File: src/rtl/wishbone_rr_arbiter.sv
// Shared-bus Wishbone arbiter: grants one of NUM_MASTERS requesters, round-robin or
// fixed priority, with optional hold-time preemption that only hands off on an ACK boundary.
module wishbone_rr_arbiter #(
  parameter int NUM_MASTERS = 4,
  parameter int PRIO_MODE   = 0,
  parameter int MAX_HOLD    = 16,
  localparam int GNT_W      = (NUM_MASTERS > 2) ? $clog2(NUM_MASTERS) : 1,
  localparam int HOLD_W     = (MAX_HOLD > 0) ? $clog2(MAX_HOLD + 1) : 1
) (
  input  logic                   CLK,
  input  logic                   RST_N,
  input  logic [NUM_MASTERS-1:0] CYC_I,
  input  logic                   ACK_I,
  output logic [GNT_W-1:0]       GNT,
  output logic [NUM_MASTERS-1:0] GNT_mux,
  output logic                   CYC,
  output logic                   PREEMPT,
  output logic                   dbg_state
);

  // Handshake: CYC_I[i] is master i's request and stays high for as long as it wants
  // the bus; ownership is granted via GNT_mux, and ACK_I marks the end of each transfer.
  typedef enum logic {IDLE = 1'b0, BUSY = 1'b1} state_t;

  localparam logic [HOLD_W-1:0]      HOLD_MAX = HOLD_W'(MAX_HOLD);
  localparam logic [GNT_W-1:0]       PTR_RST  = GNT_W'(NUM_MASTERS - 1);
  localparam logic [NUM_MASTERS-1:0] ONE_HOT0 = NUM_MASTERS'(1);

  state_t            state_q, state_d;
  logic [GNT_W-1:0]  gnt_q, gnt_d;
  logic [GNT_W-1:0]  ptr_q, ptr_d;
  logic [HOLD_W-1:0] hold_q, hold_d;
  logic              preempt_q, preempt_d;

  logic [GNT_W-1:0]       win_all, win_excl, scan_idx;
  logic                   found_all, found_excl;
  logic [NUM_MASTERS-1:0] owner_onehot;
  logic                   preempt_ok;

  assign owner_onehot = ONE_HOT0 << gnt_q;

  // The search pointer is kept apart from GNT so the first search after reset starts at 0
  // while GNT itself resets to 0; afterwards it always equals the last granted index.
  always_comb begin
    win_all    = '0;
    win_excl   = '0;
    found_all  = 1'b0;
    found_excl = 1'b0;
    scan_idx   = '0;
    if (PRIO_MODE == 0) begin
      for (int i = 1; i <= NUM_MASTERS; i++) begin
        scan_idx = GNT_W'((int'(ptr_q) + i) % NUM_MASTERS);
        if (CYC_I[scan_idx] && !found_all) begin
          found_all = 1'b1;
          win_all   = scan_idx;
        end
        if ((i != NUM_MASTERS) && CYC_I[scan_idx] && !found_excl) begin
          found_excl = 1'b1;
          win_excl   = scan_idx;
        end
      end
    end else begin
      for (int i = NUM_MASTERS - 1; i >= 0; i--) begin
        scan_idx = GNT_W'(i);
        if (CYC_I[scan_idx]) begin
          found_all = 1'b1;
          win_all   = scan_idx;
        end
        if (CYC_I[scan_idx] && (scan_idx != gnt_q)) begin
          found_excl = 1'b1;
          win_excl   = scan_idx;
        end
      end
    end
  end

  assign preempt_ok = (MAX_HOLD > 0) && (hold_q == HOLD_MAX) && ACK_I &&
                      CYC_I[gnt_q] && (|(CYC_I & ~owner_onehot));

  always_comb begin
    state_d   = state_q;
    gnt_d     = gnt_q;
    ptr_d     = ptr_q;
    hold_d    = hold_q;
    preempt_d = 1'b0;
    case (state_q)
      IDLE: begin
        if (found_all) begin
          state_d = BUSY;
          gnt_d   = win_all;
          ptr_d   = win_all;
          hold_d  = '0;
        end
      end
      BUSY: begin
        if (!CYC_I[gnt_q]) begin
          // Owner released: hand straight over to the next requester, or park in IDLE.
          if (found_all) begin
            gnt_d  = win_all;
            ptr_d  = win_all;
            hold_d = '0;
          end else begin
            state_d = IDLE;
          end
        end else if (preempt_ok) begin
          gnt_d     = win_excl;
          ptr_d     = win_excl;
          hold_d    = '0;
          preempt_d = 1'b1;
        end else if (hold_q != HOLD_MAX) begin
          hold_d = hold_q + HOLD_W'(1);
        end
      end
      default: state_d = IDLE;
    endcase
  end

  always_ff @(posedge CLK or negedge RST_N) begin
    if (!RST_N) begin
      state_q   <= IDLE;
      gnt_q     <= '0;
      ptr_q     <= PTR_RST;
      hold_q    <= '0;
      preempt_q <= 1'b0;
    end else begin
      state_q   <= state_d;
      gnt_q     <= gnt_d;
      ptr_q     <= ptr_d;
      hold_q    <= hold_d;
      preempt_q <= preempt_d;
    end
  end

  assign GNT       = gnt_q;
  assign GNT_mux   = (state_q == BUSY) ? owner_onehot : '0;
  assign CYC       = (state_q == BUSY) && CYC_I[gnt_q];
  assign PREEMPT   = preempt_q;
  assign dbg_state = state_q;

endmodule

File: config.mk
export PLATFORM = sky130hd
export DESIGN_NAME = wishbone_rr_arbiter
export DESIGN_NICKNAME = d
export VERILOG_FILES = /design/src/rtl/wishbone_rr_arbiter.sv
export SDC_FILE = /design/constraint.sdc
export NUM_CORES = 1
export LEC_CHECK = 0
export BUFFER_PORTS_ARGS = -buffer_cell sky130_fd_sc_hd__buf_2
export CAP_MARGIN = 30
export CELL_PAD_IN_SITES_DETAIL_PLACEMENT = 1
export CELL_PAD_IN_SITES_GLOBAL_PLACEMENT = 1
export CORE_MARGIN = 3
export CORE_UTILIZATION = 42
export DETAILED_ROUTE_END_ITERATION = 10
export PLACE_DENSITY = 0.92
export SYNTH_ARGS = -nofsm -noshare
export SYNTH_HDL_FRONTEND = slang
export SYNTH_SLANG_ARGS = --single-unit
File: constraint.sdc
create_clock -name CLK -period 5.1 [get_ports CLK]
set_input_delay 1.02 -clock CLK [delete_from_list [all_inputs] [get_ports CLK]]
set_output_delay 1.02 -clock CLK [all_outputs]
set_load 0.01 [all_outputs]
==> results.json <==
{
  "r2r_setup_slack_ps": 3170,
  "final_cells": 131,
  "cpLargestDelayFamily": "multiplexers",
  "post-cts-setup-buffers": 0,
  "tightest_slew_ps": 381,
  "final_cell_mix": "buf_2 (15), nand2_1 (12), dfrtp_1 (9)",
  "postRouteAntennaNets": 0,
  "cts.sinks": 11,
  "final_core_util_pct": 51.7,
  "antennaDiodeCount": 0,
  "synth_flop_cell": "dfrtp_1",
  "grt_use_total_pct": 19.2,
  "syn_area_um2": 807,
  "start_util_pct": 45.7,
  "root_buffer": "clkbuf_4",
  "die_w_um": 49.8,
  "placed_area_um2": 886,
  "max_freq_mhz": 328,
  "cp_max_fo": 10,
  "grt_use_met1_pct": 23.6,
  "cts_buffers": 3,
  "port_buffers": 15,
  "yosys.area_share.simple_pct": 24.3,
  "rr_endpoint": "GNT[1]$_DFFE_PN0P_",
  "final_max_slew_viol_count": 0,
  "cts-resized-gates": 0,
  "clkTransAtPathRegs_ps": 60,
  "num_rows": 15,
  "min_path_cells": 1,
  "synth_cell_type_count": 41,
  "max_stage_delay_ps": 510,
  "path_class": "in -> out",
  "p_total_uw": 457,
  "die_h_um": 49.8,
  "cp.depth": 5,
  "drc": 0,
  "muxShareOfSynthArea_pct": 5.43,
  "first_pass_iters": 4,
  "crit_arrival_ps": 2030,
  "worst_ir_drop_vdd_v": 0.000229,
  "status": "finished clean",
  "core_area_um2": 1760,
  "fin_area_um2": 912,
  "hold_buffers": 0,
  "grt_start_max_net_pins": 12,
  "num_io_pins": 16,
  "synth_compound_area_share_pct": 24.2,
  "use_met2_pct": 33.0,
  "leakagePower_nw": 0.408,
  "synth_nets": 100,
  "path_common_cell": "buf_2",
  "synthesis.instances": 91,
  "cp_data_required_time_ps": 4080,
  "rsz0062_at_grt": "no",
  "clock_skew_ps": 1.10,
  "rr_worst_depth": 6,
  "vias": 761,
  "cp-end-kind": "output pin",
  "grt.overflow.total": 0,
  "synthArstFlopShare_pct": 100,
  "place_congestion": 0.827,
  "postSynthAreaPerCell_um2": 8.87,
  "ys_seq_area_share_pct": 34.4,
  "grt_first_pass_wirelength_um": 3590,
  "setup-tns-final_ps": 0,
  "design.final.nets": 116,
  "hold_class": "reg -> reg",
  "setup_viol": 0,
  "synth-xor-area-share_pct": 1.09,
  "use_met3_pct": 6.34,
  "synth_edf_count": 0,
  "hold_viol": 0,
  "drive_above_1_share_pct": 28.3,
  "clock_latency_ps": 260,
  "synth_top_family_by_area": "simple AND/OR/NAND/NOR gates",
  "placed_cells": 127,
  "die_area_um2": 2480,
  "crit_chain": "buf_2 > mux4_2 > nand2_4 > inv_4 > buf_2",
  "min_period_ps": 3050,
  "synth_fa_ha_area_share_pct": 3.10,
  "maxCapViolations": 0,
  "vias_per_cell": 5.81,
  "area.growth.synth_to_final_pct": 13.0,
  "yosys_warnings": 0,
  "period_share_pct": 59.9,
  "drt-total-wl_um": 2070,
  "dp.final_hpwl_um": 1670,
  "cts_tree": "yes",
  "crit_start": "CYC_I[3]",
  "clockBufferDepth": 2,
  "power_density_nw_per_um2": 501,
  "slowest_stage": "mux4_2",
  "first_iter_violations": 21,
  "r2r-start": "GNT[0]$_DFFE_PN0P_",
  "final_common_cell": "buf_2",
  "h-tree-depth": 1,
  "startpoint_type": "input port",
  "cp_num_buf_inv": 3,
  "top_usage_layer": "met2",
  "ys_seq_elements": 11,
  "grt_pass1_vias": 764,
  "antenna_found_initial": 0,
  "max_slew_margin_pct": 74.6,
  "wl_per_cell_um": 15.8,
  "critPathCapture": "CYC"
}
flip-flops by register name, indices dropped and copies added, names as in the netlist:
name	cells
dbg_state	1
PREEMPT	1
hold_q	5
ptr_q	2
GNT	2
how the worst min path moves through the flow:
stage / end / startpoint / slack, ps
final: hold_q[2]$_DFFE_PN0P_ / hold_q[2]$_DFFE_PN0P_ / 560
after CTS: hold_q[2]$_DFFE_PN0P_ / hold_q[2]$_DFFE_PN0P_ / 560
after detailed placement: hold_q[2]$_DFFE_PN0P_ / hold_q[2]$_DFFE_PN0P_ / 540
after global routing: hold_q[2]$_DFFE_PN0P_ / RST_N / 610
after floorplan: hold_q[2]$_DFFE_PN0P_ / hold_q[2]$_DFFE_PN0P_ / 490
after global placement: hold_q[2]$_DFFE_PN0P_ / hold_q[2]$_DFFE_PN0P_ / 530
cell usage after synthesis, types with 2 or more instances:
cell type | number | area share (%)
ha_1 | 2 | 3.1
nand2b_1 | 2 | 1.6
a211o_1 | 2 | 2.2
a31oi_1 | 2 | 1.6
dfstp_2 | 2 | 6.5
nor2b_1 | 2 | 1.6
nand3_1 | 3 | 1.9
nor2_1 | 4 | 1.9
inv_1 | 7 | 3.3
dfrtp_1 | 9 | 28
nor3_1 | 3 | 1.9
and3_1 | 2 | 1.6
a21oi_1 | 6 | 3.7
o21ai_0 | 7 | 4.3
nand2_1 | 12 | 5.6
per-layer routing:
| layer | routed length [um] | vias up |
|---|---|---|
| met3 | 114 | 0 |
| met4 | 0 | 0 |
| li1 | - | 361 |
| met1 | 854 | 374 |
| met2 | 1100 | 26 |
| met5 | 0 | - |
logic make-up (layout without fill, tap and decap cells):
family	count (synthesis)	in the layout
AND/OR/NAND/NOR	36	36
multiplexers	3	3
buffers and inverters	12	27
adder cells (fa/ha/maj)	2	2
flip-flops	11	11
AO/OA/AOI/OAI	26	26
XOR/XNOR	1	1
report_power, final:
group | leakage, nW | switching (mW) | internal, mW
Clock | 0.0150 | 0.0245 | 0.0301
Sequential | 0.136 | 0.0553 | 0.120
Combinational | 0.257 | 0.125 | 0.103
Total | 0.408 | 0.204 | 0.253
area by class of cell:
class | instances | area, um^2
inverter | 8 | 32.5
multi-input combinational | 68 | 469
tap | 25 | 31.3
fill | 230 | 852
timing repair buffer | 15 | 75.1
clock buffer | 4 | 26.3
sequential | 11 | 278
metrics by stage:
stage	worst slack, ps	hold WS (ps)
after floorplan	2240	493
after global placement	2080	534
after detailed placement	2050	544
after CTS	2050	556
after global routing	2010	612
final	2050	556
Power figures use the tool's default switching activity.
